[config.mk]
export PLATFORM = sky130hd
export DESIGN_NAME = apb_master_bridge
export DESIGN_NICKNAME = d
export VERILOG_FILES = /design/src/rtl/apb_pkg.sv /design/src/rtl/apb_addr_decoder.sv /design/src/rtl/apb_master_bridge.sv
export SDC_FILE = /design/constraint.sdc
export NUM_CORES = 1
export LEC_CHECK = 0
export BUFFER_PORTS_ARGS = -buffer_cell sky130_fd_sc_hd__buf_2
export CAP_MARGIN = 20
export CORE_AREA = 2 2 116 118
export DETAILED_ROUTE_END_ITERATION = 16
export DIE_AREA = 0 0 118 120
export PLACE_DENSITY = 0.79
export SYNTH_ARGS = -nofsm -noshare
export SYNTH_HDL_FRONTEND = slang
export SYNTH_SLANG_ARGS = --single-unit
[constraint.sdc]
create_clock -name PCLK -period 4.01 [get_ports PCLK]
set_clock_uncertainty 0.05 [all_clocks]
set_input_delay 0 -clock PCLK [delete_from_list [all_inputs] [get_ports PCLK]]
set_output_delay 0 -clock PCLK [all_outputs]
set_load 0.05 [all_outputs]
[src/rtl/apb_pkg.sv]
// Shared types and constants for the APB master bridge: FSM encoding,
// address-map geometry and timeout counter width.
package apb_pkg;

    typedef enum logic [1:0] {
        IDLE   = 2'd0,
        SETUP  = 2'd1,
        ACCESS = 2'd2
    } apb_state_t;

    localparam int          APB_PAGE_BITS = 12;
    localparam int          PAGE_W        = 32 - APB_PAGE_BITS;
    localparam logic [19:0] APB_BASE_PAGE = 20'h10000;
    localparam int          TIMEOUT_W     = 8;

endpackage

[src/rtl/apb_addr_decoder.sv]
// Combinational address decoder: slave i owns the 4 KiB page BASE_PAGE + i.
// hit is low for any address outside the NSLV-page window.
module apb_addr_decoder
    import apb_pkg::*;
#(
    parameter int                NSLV      = 4,
    parameter logic [PAGE_W-1:0] BASE_PAGE = APB_BASE_PAGE
) (
    input  logic [31:0]     addr,
    output logic [NSLV-1:0] sel,
    output logic            hit
);

    logic [PAGE_W-1:0] page;

    assign page = addr[31:APB_PAGE_BITS];

    always_comb begin
        // NOTE: every output gets a default before the loop, so no latch is inferred.
        sel = '0;
        for (int i = 0; i < NSLV; i++) begin
            sel[i] = (page == BASE_PAGE + PAGE_W'(i));
        end
    end

    assign hit = |sel;

endmodule

[src/rtl/apb_master_bridge.sv]
// APB initiator: turns single-cycle core requests into SETUP/ACCESS transfers,
// muxes the selected slave's response back, and errors out unmapped or stalled accesses.
module apb_master_bridge
    import apb_pkg::*;
#(
    parameter int                NSLV        = 4,
    parameter logic [PAGE_W-1:0] BASE_PAGE   = APB_BASE_PAGE,
    parameter int                TIMEOUT_CYC = 16
) (
    input  logic                 PCLK,
    input  logic                 PRESET,
    input  logic                 transfer,
    input  logic                 write,
    input  logic [31:0]          addr,
    input  logic [31:0]          wdata,
    output logic [31:0]          rdata,
    output logic                 ready,
    output logic                 err,
    output logic [31:0]          PADDR,
    output logic [31:0]          PWDATA,
    output logic                 PWRITE,
    output logic                 PENABLE,
    output logic [NSLV-1:0]      PSEL,
    input  logic [NSLV*32-1:0]   PRDATA_s,
    input  logic [NSLV-1:0]      PREADY_s
);

    apb_state_t            state, next_state;
    logic [NSLV-1:0]       dec_sel, sel_q;
    logic                  dec_hit, hit_q;
    logic [TIMEOUT_W-1:0]  wait_cnt;
    logic                  pready_sel;
    logic [31:0]           prdata_sel;
    logic                  timeout_hit;

    apb_addr_decoder #(
        .NSLV      (NSLV),
        .BASE_PAGE (BASE_PAGE)
    ) u_decoder (
        .addr (addr),
        .sel  (dec_sel),
        .hit  (dec_hit)
    );

    // Only the latched slave's response is consulted; everyone else is masked off.
    assign pready_sel  = |(PREADY_s & sel_q);
    assign timeout_hit = (wait_cnt == TIMEOUT_W'(TIMEOUT_CYC - 1)) && !pready_sel;

    always_comb begin
        prdata_sel = '0;
        for (int i = 0; i < NSLV; i++) begin
            if (sel_q[i]) begin
                prdata_sel = prdata_sel | PRDATA_s[32*i +: 32];
            end
        end
    end

    always_ff @(posedge PCLK or posedge PRESET) begin
        if (PRESET) begin
            state <= IDLE;
        end else begin
            // NOTE: non-blocking assignments for all clocked state avoid simulation races.
            state <= next_state;
        end
    end

    always_comb begin
        next_state = state;
        case (state)
            IDLE:    if (transfer) next_state = SETUP;
            SETUP:   next_state = ACCESS;
            ACCESS:  if (!hit_q || pready_sel || timeout_hit) next_state = IDLE;
            default: next_state = IDLE;
        endcase
    end

    always_comb begin
        PSEL    = '0;
        PENABLE = 1'b0;
        case (state)
            SETUP:   PSEL = sel_q;
            ACCESS: begin
                PSEL    = sel_q;
                PENABLE = 1'b1;
            end
            default: ;
        endcase
    end

    always_ff @(posedge PCLK or posedge PRESET) begin
        if (PRESET) begin
            PADDR    <= '0;
            PWDATA   <= '0;
            PWRITE   <= 1'b0;
            sel_q    <= '0;
            hit_q    <= 1'b0;
            wait_cnt <= '0;
            rdata    <= '0;
            ready    <= 1'b0;
            err      <= 1'b0;
        end else begin
            ready <= 1'b0;
            err   <= 1'b0;

            if (state == IDLE && transfer) begin
                PADDR  <= addr;
                PWDATA <= wdata;
                PWRITE <= write;
                sel_q  <= dec_sel;
                hit_q  <= dec_hit;
            end

            if (state == ACCESS) begin
                // A slave answering on the last allowed cycle beats the timeout.
                if (hit_q && pready_sel) begin
                    ready    <= 1'b1;
                    rdata    <= PWRITE ? 32'd0 : prdata_sel;
                    wait_cnt <= '0;
                end else if (!hit_q || timeout_hit) begin
                    ready    <= 1'b1;
                    err      <= 1'b1;
                    rdata    <= '0;
                    wait_cnt <= '0;
                end else begin
                    wait_cnt <= wait_cnt + 1'b1;
                end
            end else begin
                wait_cnt <= '0;
            end
        end
    end

endmodule

== Word-level counts from Yosys, hierarchy flattened ==
Cells that the tools add are included.

* Register bits after elaboration: 114
* Input bits: 200
* Output and inout port bits: 104

* Add/sub/neg operators: 1
* Eq/ne operators: 9
* Multiplexer cells: 20
* Bitwise operators: 4
* Reductions and logical operators: 15

{| class="wikitable"
|+ Operators by type and width
! cell !! count
|-
| 32-bit 2-to-1 mux || 7
|-
| 32-bit OR || 3
|-
| 20-bit by 17-bit == test with 1-bit output (second input constant) || 4
|-
| 8-bit 2-to-1 mux || 3
|-
| 8-bit by 1-bit adder with 8-bit output (second input constant) || 1
|-
| 8-bit by 4-bit == test with 1-bit output (second input constant) || 1
|-
| 4-bit OR reduction || 2
|-
| 1-bit 2-to-1 mux || 6
|-
| 2-bit one-hot mux with 3 select lines || 1
|-
| 4-bit bitwise AND || 1
|-
| 2-bit 2-to-1 mux || 2
|-
| 4-bit 2-to-1 mux || 1
|-
| 2-bit != test (second input constant) || 2
|-
| 2-bit AND reduction || 2
|-
| 1-bit logical AND || 3
|-
| 1-bit logical OR || 3
|-
| 2-bit by 1-bit == test with 1-bit output (second input constant) || 1
|-
| 2-bit == test (second input constant) || 1
|-
| 1-bit zero test || 2
|-
| 2-bit zero test || 1
|-
| 2-bit nonzero test || 1
|-
| 2-bit OR reduction || 1
|}

== Logic depth before layout (Yosys ltp) ==
Gate-level depths: netlist (run 1).

* Depth after elaboration: 9
* Gate-level depth with buffers: 7
* Depth with buffers taken out: 6

== Hierarchy ==
From an unflattened synthesis (run 1), not the netlist that was laid out.

* Cell total of the unflattened synthesis: 378
* Area, all modules: 5210.0 um2

{| class="wikitable"
|+ Modules (own cells, without submodules)
! module !! instances !! cells an instance !! area an instance (um2) !! sequential area each (um2)
|-
| apb_master_bridge || 1 || 365 || 5128.7 || 2852.7
|-
| apb_addr_decoder || 1 || 13 || 81.3 || 0.0
|}

== Worst setup path before layout (run 1) ==
Ideal clock, no wire load.

* Kind: reg-to-reg
* From: register state[0]
* To: register state[0]
* Library setup time: 127 ps
* Data arrival time: 1867 ps
* Required time: 3833 ps
* Setup slack: 1966 ps
* Stages on the path, launching flop included: 6
* Path through: dfrtp_1 inv_1 ha_1 nand2_1 o32a_2 mux2_1

* Word-level cells in the longest chain between the ends: 3
* Elaborated cells on any way between the ends: 7
* Classes of those cells: eq/ne: 4; mux: 1; reduce/logical: 2

{| class="wikitable"
|+ Ends and longest elaborated chain
! item !! RTL line !! source
|-
| from (decl) || apb_master_bridge.sv:28 || <nowiki>apb_state_t state, next_state;</nowiki>
|-
| from (signal assigned) || apb_master_bridge.sv:63 || <nowiki>state <= next_state;</nowiki>
|-
| 2-bit == test / 2-bit zero test (equally long branches) || apb_master_bridge.sv:69 || <nowiki>case (state)</nowiki>
|-
| 2-bit != test (no line) || - ||
|-
| 2-bit AND reduction (no line) || - ||
|}

Several ways; a longest one is shown, not always the timed one.
A chain may end at the register's enable or synchronous reset.

== Worst setup path after layout (run 1) ==
* From: register state[1]
* To: register sel_q[3]

* Word-level cells in the longest chain between the ends: 2

{| class="wikitable"
|+ Ends and longest elaborated chain
! item !! RTL line !! source
|-
| 2-bit zero test || apb_master_bridge.sv:105 || <nowiki>if (state == IDLE && transfer) begin</nowiki>
|-
| 1-bit logical AND || apb_master_bridge.sv:105 ||
|-
| to (signal assigned) || apb_master_bridge.sv:109 || <nowiki>sel_q <= dec_sel;</nowiki>
|-
| to (decl) || apb_master_bridge.sv:29 || <nowiki>logic [NSLV-1:0] dec_sel, sel_q;</nowiki>
|}

No other way between the ends.

==> run_results.csv, run 1 <==
group,metric,value,unit
logic_synthesis,synth_nets,580,
die,initial_utilization,0.4071,
timing,worst_slew_pin_slew,0.9856,ns
setup_path,worstReg2RegStart,"state[1]",
layout,layout-drive-gt1-share,0.5465,
clock_network,clock_path_buffers,2,
logic_synthesis,ys_ff_latch,114,
status,outcome,"completed",
routing,vias_per_cell,5.229,
power,seqPwrFrac,0.295,
logic_synthesis,async_reset_ff_frac,1.000,
power,switching_share,0.4330,
global_route,track_usage,0.2707,
routing,drtPass1Iterations,4,
power,irDropWorstVdd,673.3,uV
routing,num_vias,5213,
power,powerDensity,652.2,nW/um^2
setup_path,crit_chain,"inv_1, ha_1, nand2_4, nor4_2, and4_4, a32o_1, dlygate4sd3_1",
clock_network,clk_pin_slew_worst_paths,0.05,ns
clock_network,cts_tree,"built",
clock_network,root_buffer,"clkbuf_16",
layout,finish.net_count,1010,
timing,hold_ws,0.004813,ns
logic_synthesis,synthDistinctLibCells,37,
routing,ant_nets,0,
setup_path,r2r_cells,7,
global_route,grt_first_pass_wirelength,29700,um
logic_synthesis,synth_edf_count,0,
logic_synthesis,ys_seq_area_frac,0.5399,
clock_network,cts_buffers,17,
timing,relSlewSlack,0.3430,
setup_path,r2r_end,"sel_q[3]",
timing,hold_violations,0,
setup_path,cp.required,4.29,ns
setup_path,slowest_delay,0.56,ns
logic_synthesis,yosysWarnings,0,
setup_path,rrSetupSlack,1.20,ns
power,p_int,3275,uW
routing,route.detailed.drc,0,
timing,setup_violations,0,
logic_synthesis,syn_inst,375,
timing,period_share,0.7015,
logic_synthesis,synth-main-ff-cell,"dfrtp_1",
power,p_leak,0.004158,uW
clock_network,htree_levels,4,
setup_path,end_kind,"flop",
min_path,min_path_type,"input port to async pin",
layout,synthToLayoutAreaGrowth,67.61,%
routing,wl,19220,um
setup_path,path_class,"flop to flop",
setup_path,worst-path-max-fanout,73,
place,portBuffers,303,
global_route,antenna_found_initial,3,
run,maxCapViolations,0,
place,gp_congestion,0.8952,
global_route,grt_pass1_vias,5721,
routing,routedWlPerCell,19.28,um
timing,setup_tns,0,ns
timing,period_needed,2.813,ns
setup_path,slowest_stage,"dlygate4sd3_1",
setup_path,crit_arrival,3.09,ns
setup_path,start_kind,"flop",
logic_synthesis,syn_area,5284,sq um
setup_path,crit_start,"state[1]",
routing,drt_iter0_drc,282,
clock_network,worstSkewPairLatency,0.40,ns
global_route,grt_max_degree,81,
die,die_area,14160,sq um
die,die_h,120,um
die,pin_count,304,
logic_synthesis,synth_area_per_cell,14.09,sq um
power,p_comb_frac,0.439,
die,rows,42,
global_route,grt-ovfl-total,0,
die,fp.dieW,118,um
timing,slew_violations,0,
power,clkPwrFrac,0.266,
place,hpwlAfterDp,12010,um
timing,rsz0062_at_grt,"no",
clock_network,cts.sinks,114,
timing,max_freq,355.5,MHz
power,power.switching,2501,uW
die,core_area,12980,sq um
cell usage after synthesis, types with 2 or more instances:
| library cell | n | area share |
|---|---|---|
| a221oi_1 | 32 | 0.053 |
| a22o_1 | 32 | 0.053 |
| a32o_1 | 4 | 0.0076 |
| buf_6 | 6 | 0.013 |
| o21ai_0 | 2 | 0.0019 |
| ha_1 | 5 | 0.012 |
| xor2_1 | 4 | 0.0066 |
| mux2_2 | 63 | 0.13 |
| or3_1 | 2 | 0.0024 |
| inv_1 | 8 | 0.0057 |
| a22oi_2 | 2 | 0.0047 |
| nand2_1 | 9 | 0.0064 |
| buf_4 | 3 | 0.0043 |
| o2bb2ai_2 | 30 | 0.085 |
| mux2_1 | 2 | 0.0043 |
| dfrtp_1 | 114 | 0.54 |
| and2_1 | 6 | 0.0071 |
| xnor2_1 | 2 | 0.0033 |
| nor2_1 | 9 | 0.0064 |
| clkbuf_1 | 14 | 0.0099 |
| o2bb2ai_1 | 2 | 0.0033 |
| nor4_1 | 2 | 0.0024 |
| buf_2 | 8 | 0.0076 |
area by class of cell:
| cell class | instances | area [sq um] |
|---|---|---|
| Antenna cell | 3 | 7.507 |
| Clock buffer | 22 | 474.2 |
| Tap cell | 176 | 220.2 |
| Fill cell | 840 | 4124 |
| Inverter | 9 | 36.28 |
| Timing Repair Buffer | 442 | 2910 |
| Clock inverter | 10 | 131.4 |
| Sequential cell | 114 | 2853 |
| Multi-Input combinational cell | 221 | 2223 |
stage by stage:
stage	util	instance area, sq um	setup WS [ns]	std cells	total power, uW
2_1_floorplan	-	5284	0.9443	375	3530
3_3_place_gp	0.5311	6894	1.913	829	4062
3_5_place_dp	0.5311	6894	1.754	829	4134
4_1_cts	0.6796	8821	1.227	993	5765
5_1_grt	0.6823	8856	0.9945	997	5993
6_report	0.6823	8856	1.197	997	5776
layout by cell type, fill, tap and decap left out, types with 7 or more instances in the layout:
cell type / Yosys / layout
mux2_2: 63 / 63
inv_1: 8 / 7
nand2_1: 9 / 8
a221oi_1: 32 / 32
nor2_1: 9 / 9
o2bb2ai_2: 30 / 30
buf_2: 8 / 303
dfrtp_1: 114 / 114
dlygate4sd3_1: 0 / 132
clkbuf_16: 0 / 17
a22o_1: 32 / 32
cells by family (layout without fill, tap and decap cells):
group	Yosys count	count (layout)	share of synthesized area
compound gates	108	108	0.2179
xor+xnor	6	6	0.009945
fa+ha+maj	5	5	0.01184
buf+inv	40	483	0.04096
flops	114	114	0.5399
mux	65	65	0.1385
other cells	0	3	0
simple gates	37	37	0.04097
layer usage:
layer	GRT usage	vias to the layer above	routed length (um)
met5	0	-	0
met4	0.1536	0	851
met3	0.09553	56	1614
met2	0.4633	308	9584
met1	0.2916	2520	7168
li1	-	2329	-
power groups by stage:
| stage | registers, uW | logic, uW | clock network [uW] |
|---|---|---|---|
| 5_1_grt | 1740 | 2640 | 1620 |
| 4_1_cts | 1690 | 2520 | 1560 |
| 6_report | 1700 | 2540 | 1540 |
| 3_5_place_dp | 1690 | 2440 | 0 |
| 3_3_place_gp | 1680 | 2390 | 0 |
| 2_1_floorplan | 2900 | 626 | 0 |
registers in the layout, summed over array words and instances (netlist names):
| signal | flops |
|---|---|
| PWDATA | 32 |
| sel_q | 4 |
| ready | 1 |
| wait_cnt | 8 |
| state | 2 |
| rdata | 32 |
| PWRITE | 1 |
| err | 1 |
| hit_q | 1 |
| PADDR | 32 |
how the worst max path moves through the flow:
stage	end	slack (ns)	cells past startpoint
floorplan	PADDR[0]	0.94	1
finish	sel_q[3]	1.20	7
global placement	sel_q[2]	1.91	6
CTS	sel_q[3]	1.23	7
global route	sel_q[3]	0.99	7
detailed placement	sel_q[0]	1.75	6
worst max-delay path: cells and delay by family (launching register included):
kind,cells,cell delay (ns)
fa+ha+maj,1,0.23
flops,1,0.40
compound gates,1,0.17
simple gates,3,1.17
buf+inv,2,0.67
timing repair:
| item | in CTS | in global routing |
|---|---|---|
| setup buffers | 0 | 0 |
| resized for setup | 0 | 0 |
| hold buffers | 132 | 0 |
| endpoints found under the hold margin | 182 | 0 |
Note: power is estimated with default switching activity, not from simulation.
==> run 2, diff against run 1 <==
==> constraint.sdc (replaced) <==
create_clock -name PCLK -period 2.9 [get_ports PCLK]
set_clock_uncertainty 0.05 [all_clocks]
set_input_delay 0 -clock PCLK [delete_from_list [all_inputs] [get_ports PCLK]]
set_output_delay 0 -clock PCLK [all_outputs]
set_load 0.05 [all_outputs]
==> run 2 against run 1 <==
Maximum frequency up 8.2%. Hold slack improved by 0.018 ns. Die area stayed put. Non-clock buffer count grew 4. Worst setup slack lost 0.90 ns. Wire length up 3.3%. Largest power group unchanged. Highest routed layer is now met5.
==> run_results.csv, run 2 (synthesis gave the netlist of run 1 again) <==
group,metric,value,unit
clock_network,cts_tree,"built",
die,pin_count,304,
layout,finish.net_count,1014,
timing,period_share,0.8965,
min_path,min_path_type,"input port to flop",
layout,synthToLayoutAreaGrowth,66.94,%
layout,layout_common_cells,"buf_2 (303), dlygate4sd3_1 (132), dfrtp_1 (114)",
power,irDropWorstVdd,791.7,uV
place,hpwlAfterDp,12350,um
place,gp_congestion,0.8735,
die,die_area,14160,sq um
clock_network,htree_levels,4,
die,die_h,120,um
timing,rsz0062_at_grt,"no",
clock_network,worstSkewPairLatency,0.40,ns
setup_path,slowest_stage,"dlygate4sd3_1",
setup_path,start_kind,"flop",
setup_path,crit_start,"state[0]",
run,maxCapViolations,0,
global_route,antenna_found_initial,10,
setup_path,worstReg2RegStart,"state[0]",
setup_path,rrSetupSlack,0.30,ns
min_path,hold_start,"PREADY_s[1]",
layout,layout-drive-gt1-share,0.5482,
global_route,grt_pass1_vias,5685,
setup_path,cp.required,3.18,ns
timing,max_freq,384.7,MHz
setup_path,slowest_delay,0.54,ns
routing,ant_nets,0,
clock_network,cts_resized,0,
status,outcome,"completed",
routing,wl,19860,um
timing,relSlewSlack,0.3504,
routing,num_vias,5269,
timing,worst_slew_pin_slew,0.9744,ns
global_route,grt_max_degree,79,
power,fin_total_pwr,7754,uW
die,rows,42,
clock_network,root_buffer,"clkbuf_16",
layout,layout_commonest_cell,"buf_2",
routing,drt_iter0_drc,392,
setup_path,worst-path-max-fanout,26,
clock_network,cts_buffers,17,
global_route,track_usage,0.2809,
timing,hold_violations,0,
setup_path,end_kind,"flop",
die,core_area,12980,sq um
timing,slew_violations,0,
global_route,grt_first_pass_wirelength,30390,um
power,powerDensity,879.0,nW/um^2
routing,routedWlPerCell,19.80,um
min_path,hold_path_depth,5,
clock_network,cts_setup_buffers,0,
die,initial_utilization,0.4071,
die,fp.dieW,118,um
layout,reg_top3,"PADDR (32), PWDATA (32), rdata (32)",
power,p_leak,0.004132,uW
place,portBuffers,303,
clock_network,cts-hold-fix-buffers,132,
routing,drtPass1Iterations,7,
timing,period_needed,2.600,ns
setup_path,r2r_cells,7,
timing,setup_violations,0,
clock_network,cts.sinks,114,
clock_network,clock_path_buffers,2,
routing,route.detailed.drc,0,
layout,fillers,884,
timing,setup_tns,0,ns
routing,vias_per_cell,5.253,
clock_network,clk_pin_slew_worst_paths,0.05,ns
setup_path,crit_chain,"inv_1, ha_1, nand2_2, nor4_2, and4_4, a32o_1, dlygate4sd3_1",
setup_path,crit_arrival,2.88,ns
global_route,grt-ovfl-total,0,
setup_path,path_class,"flop to flop",
==> run 2: layout make-up <==
cell class	instances	area (sq um)	share of cell area
Multi-Input combinational cell	221	2218	0.2515
Antenna cell	8	20.02	0.002270
Timing Repair Buffer	446	2933	0.3325
Clock inverter	5	27.53	0.003121
Tap cell	176	220.2	0.02496
Inverter	9	37.54	0.004255
Clock buffer	24	511.7	0.05801
Sequential cell	114	2853	0.3234
==> run 2: worst max-delay path, delay by kind of cell, from the launching register on <==
family / cells / cell delay (ns)
compound gates: 1 / 0.17
buf+inv: 2 / 0.65
fa+ha+maj: 1 / 0.19
flops: 1 / 0.38
simple gates: 3 / 1.09
==> run 2: final timing paths <==
path | to
max in group asynchronous | rdata[9]
worst min-delay path | err
worst max register to register | sel_q[1]
min in group asynchronous | PWDATA[4]
worst min register to register | wait_cnt[0]
worst max-delay path | sel_q[1]
==> run 2: per-stage QoR <==
| stage | setup WS, ns | instance area (sq um) | utilization | hold slack [ns] | std cells |
|---|---|---|---|---|---|
| final | 0.3003 | 8821 | 0.6796 | 0.02283 | 1003 |
| after global routing | 0.06628 | 8816 | 0.6792 | 0.04238 | 1001 |
| after CTS | 0.2496 | 8801 | 0.6780 | 0.006676 | 995 |
| after detailed placement | 0.7245 | 6940 | 0.5347 | 0.1423 | 834 |
| after global placement | 0.8022 | 6940 | 0.5347 | 0.1049 | 834 |
| after floorplan | 0.8558 | 5288 | - | 0.1006 | 375 |
==> run 2: report_power, final <==
part,switching (uW),internal (uW),total (uW)
clock network,681,1210,1890
registers,259,2090,2350
logic,2470,1050,3520
==> run 2: per-layer routing <==
layer,global-route usage,routed length (um),part of all wire,vias to the layer above
met1,0.2994,7169,0.36,2536
met3,0.1003,1787,0.090,74
met5,0,13,0.00065,-
met4,0.1770,1068,0.054,2
met2,0.4753,9819,0.49,333
li1,-,-,-,2324
==> run 3, diff against run 2 <==
--- a/config.mk
+++ b/config.mk
@@ -7,10 +7,11 @@
 export LEC_CHECK = 0
 export BUFFER_PORTS_ARGS = -buffer_cell sky130_fd_sc_hd__buf_2
 export CAP_MARGIN = 20
-export CORE_AREA = 2 2 116 118
+export CELL_PAD_IN_SITES_DETAIL_PLACEMENT = 1
+export CELL_PAD_IN_SITES_GLOBAL_PLACEMENT = 1
+export CORE_UTILIZATION = 33
 export DETAILED_ROUTE_END_ITERATION = 16
-export DIE_AREA = 0 0 118 120
-export PLACE_DENSITY = 0.79
+export PLACE_DENSITY = 0.83
 export SYNTH_ARGS = -nofsm -noshare
 export SYNTH_HDL_FRONTEND = slang
 export SYNTH_SLANG_ARGS = --single-unit
==> run 3 against run 2 <==
Register-to-register slack improved by 0.30 ns. Largest cell class unchanged. Flip-flop and latch count unchanged. Hold slack improved by 0.0042 ns. Critical path depth unchanged. Cell area increased by 1.0%. Sequential power about the same. Clock power increased by 12%. Via count decreased by 1.3%. Critical endpoint is now sel_q[3]. Power increased by 3.6%. Die area increased by 17%.
==> run_results.csv, run 3 (synthesis gave the netlist of run 1 again) <==
group,metric,value,unit
layout,layout_commonest_cell,"buf_2",
timing,period_needed,2.300,ns
place,hpwlAfterDp,13040,um
routing,ant_nets,0,
layout,finish.net_count,1013,
die,die_h,128.5,um
die,pin_count,304,
setup_path,crit_start,"state[0]",
global_route,grt_first_pass_wirelength,32820,um
layout,finalNonFillerCells,1037,
setup_path,worstReg2RegStart,"state[0]",
clock_network,cts_buffers,17,
layout,reg_top3,"PADDR (32), PWDATA (32), rdata (32)",
routing,routedLengthMet1,8454,um
global_route,grt_max_degree,48,
clock_network,cts_resized,0,
power,p_leak,0.004141,uW
place,dp.cells,867,
routing,num_vias,5201,
layout,layout-drive-gt1-share,0.5451,
routing,wl_met2,11190,um
die,rows,45,
clock_network,clk_pin_slew_worst_paths,0.06,ns
clock_network,cts.sinks,114,
setup_path,cp_top_family,"buffers and inverters",
setup_path,end_kind,"flop",
timing,setup_violations,0,
place,gp_congestion,0.8041,
setup_path,worst-path-max-fanout,5,
clock_network,root_buffer,"clkbuf_16",
setup_path,slowest_delay,0.58,ns
routing,wl,21970,um
layout,synthToLayoutAreaGrowth,68.65,%
die,core_area,15430,sq um
setup_path,start_kind,"flop",
global_route,grt_pass1_vias,5966,
place,portBuffers,303,
setup_path,crit_chain,"inv_1, ha_1, nand2_2, nor4_2, and4_4, a32o_1, dlygate4sd3_1",
setup_path,path_class,"flop to flop",
clock_network,htree_levels,4,
run,maxCapViolations,0,
timing,max_freq,434.8,MHz
timing,setup_tns,0,ns
die,initial_utilization,0.3425,
setup_path,path_buf_inv,2,
min_path,min_path_type,"input port to flop",
timing,period_share,0.7931,
routing,met3_length,1407,um
power,powerDensity,901.5,nW/um^2
setup_path,rrSetupSlack,0.60,ns
setup_path,cp.required,3.19,ns
status,outcome,"completed",
power,irDropWorstVdd,698.1,uV
clock_network,cts_tree,"built",
global_route,grt-ovfl-total,0,
die,fp.dieW,128.5,um
timing,worst_slew_pin_slew,0.9963,ns
global_route,antenna_found_initial,6,
routing,drtPass1Iterations,4,
timing,hold_violations,0,
setup_path,slowest_stage,"dlygate4sd3_1",
clock_network,clock_path_buffers,2,
die,die_area,16520,sq um
min_path,hold_start,"PREADY_s[3]",
routing,route.detailed.drc,0,
routing,vias_per_cell,5.015,
power,fin_total_pwr,8033,uW
setup_path,crit_arrival,2.59,ns
routing,routedWlPerCell,21.18,um
timing,rsz0062_at_grt,"no",
layout,layout_common_cells,"buf_2 (303), dlygate4sd3_1 (133), dfrtp_1 (114)",
routing,top_layer_used,"met4",
timing,relSlewSlack,0.3358,
global_route,track_usage,0.2685,
layout,fillers,1662,
timing,slew_violations,0,
clock_network,worstSkewPairLatency,0.41,ns
routing,drt_iter0_drc,161,
==> run 3: final timing paths <==
| path | to | cells after the start |
|---|---|---|
| worst max register to register | sel_q[3] | 7 |
| worst min register to register | wait_cnt[0] | 1 |
| worst max-delay path | sel_q[3] | 7 |
| max in group asynchronous | rdata[31] | 4 |
| min in group asynchronous | PWDATA[11] | 3 |
| worst min-delay path | err | 5 |
==> run 3: per-stage QoR <==
stage	instance area, sq um	util	hold WS [ns]	worst slack [ns]
after CTS	8896	0.5766	0.01885	0.6170
after global routing	8911	0.5776	0.05961	0.4671
after detailed placement	6969	0.4517	0.1546	0.6540
final	8911	0.5776	0.02700	0.6000
after floorplan	5288	-	0.1006	0.8558
after global placement	6969	0.4517	0.1257	0.7980
==> run 3: timing repair <==
item,4_1_cts,5_1_grt
hold buffers,133,0
endpoints found under the hold margin,140,0
buffers inserted,0,0
==> run 3: layout make-up <==
class                      instances  area (sq um)  area share
timing repair buffer             445          2928      0.3286
clock inverter                     9         131.4     0.01474
antenna                            6         15.01    0.001685
inverter                           9         37.54    0.004212
sequential                       114          2853      0.3201
multi-input combinational        221          2218      0.2489
tap                              211         264.0     0.02963
clock buffer                      22         464.2     0.05209
==> run 3: power breakdown <==
group / switching (uW) / internal [uW] / total (uW)
sequential: 279 / 2090 / 2370
clock: 727 / 1390 / 2120
combinational: 2520 / 1030 / 3550
total: 3520 / 4510 / 8030
==> run 3: worst reg2reg max path, cell delays in order (launching register included) <==
cell and delay [ns]:
dfrtp_1 0.40, inv_1 0.11, ha_1 0.21, nand2_2 0.10, nor4_2 0.26, and4_4 0.33
a32o_1 0.19, dlygate4sd3_1 0.58
==> run 3: layer usage <==
| metal | track usage | up-vias |
|---|---|---|
| li1 | - | 2319 |
| met1 | 0.2942 | 2576 |
| met2 | 0.4820 | 256 |
| met3 | 0.05904 | 50 |
| met4 | 0.1488 | 0 |
| met5 | 0 | - |
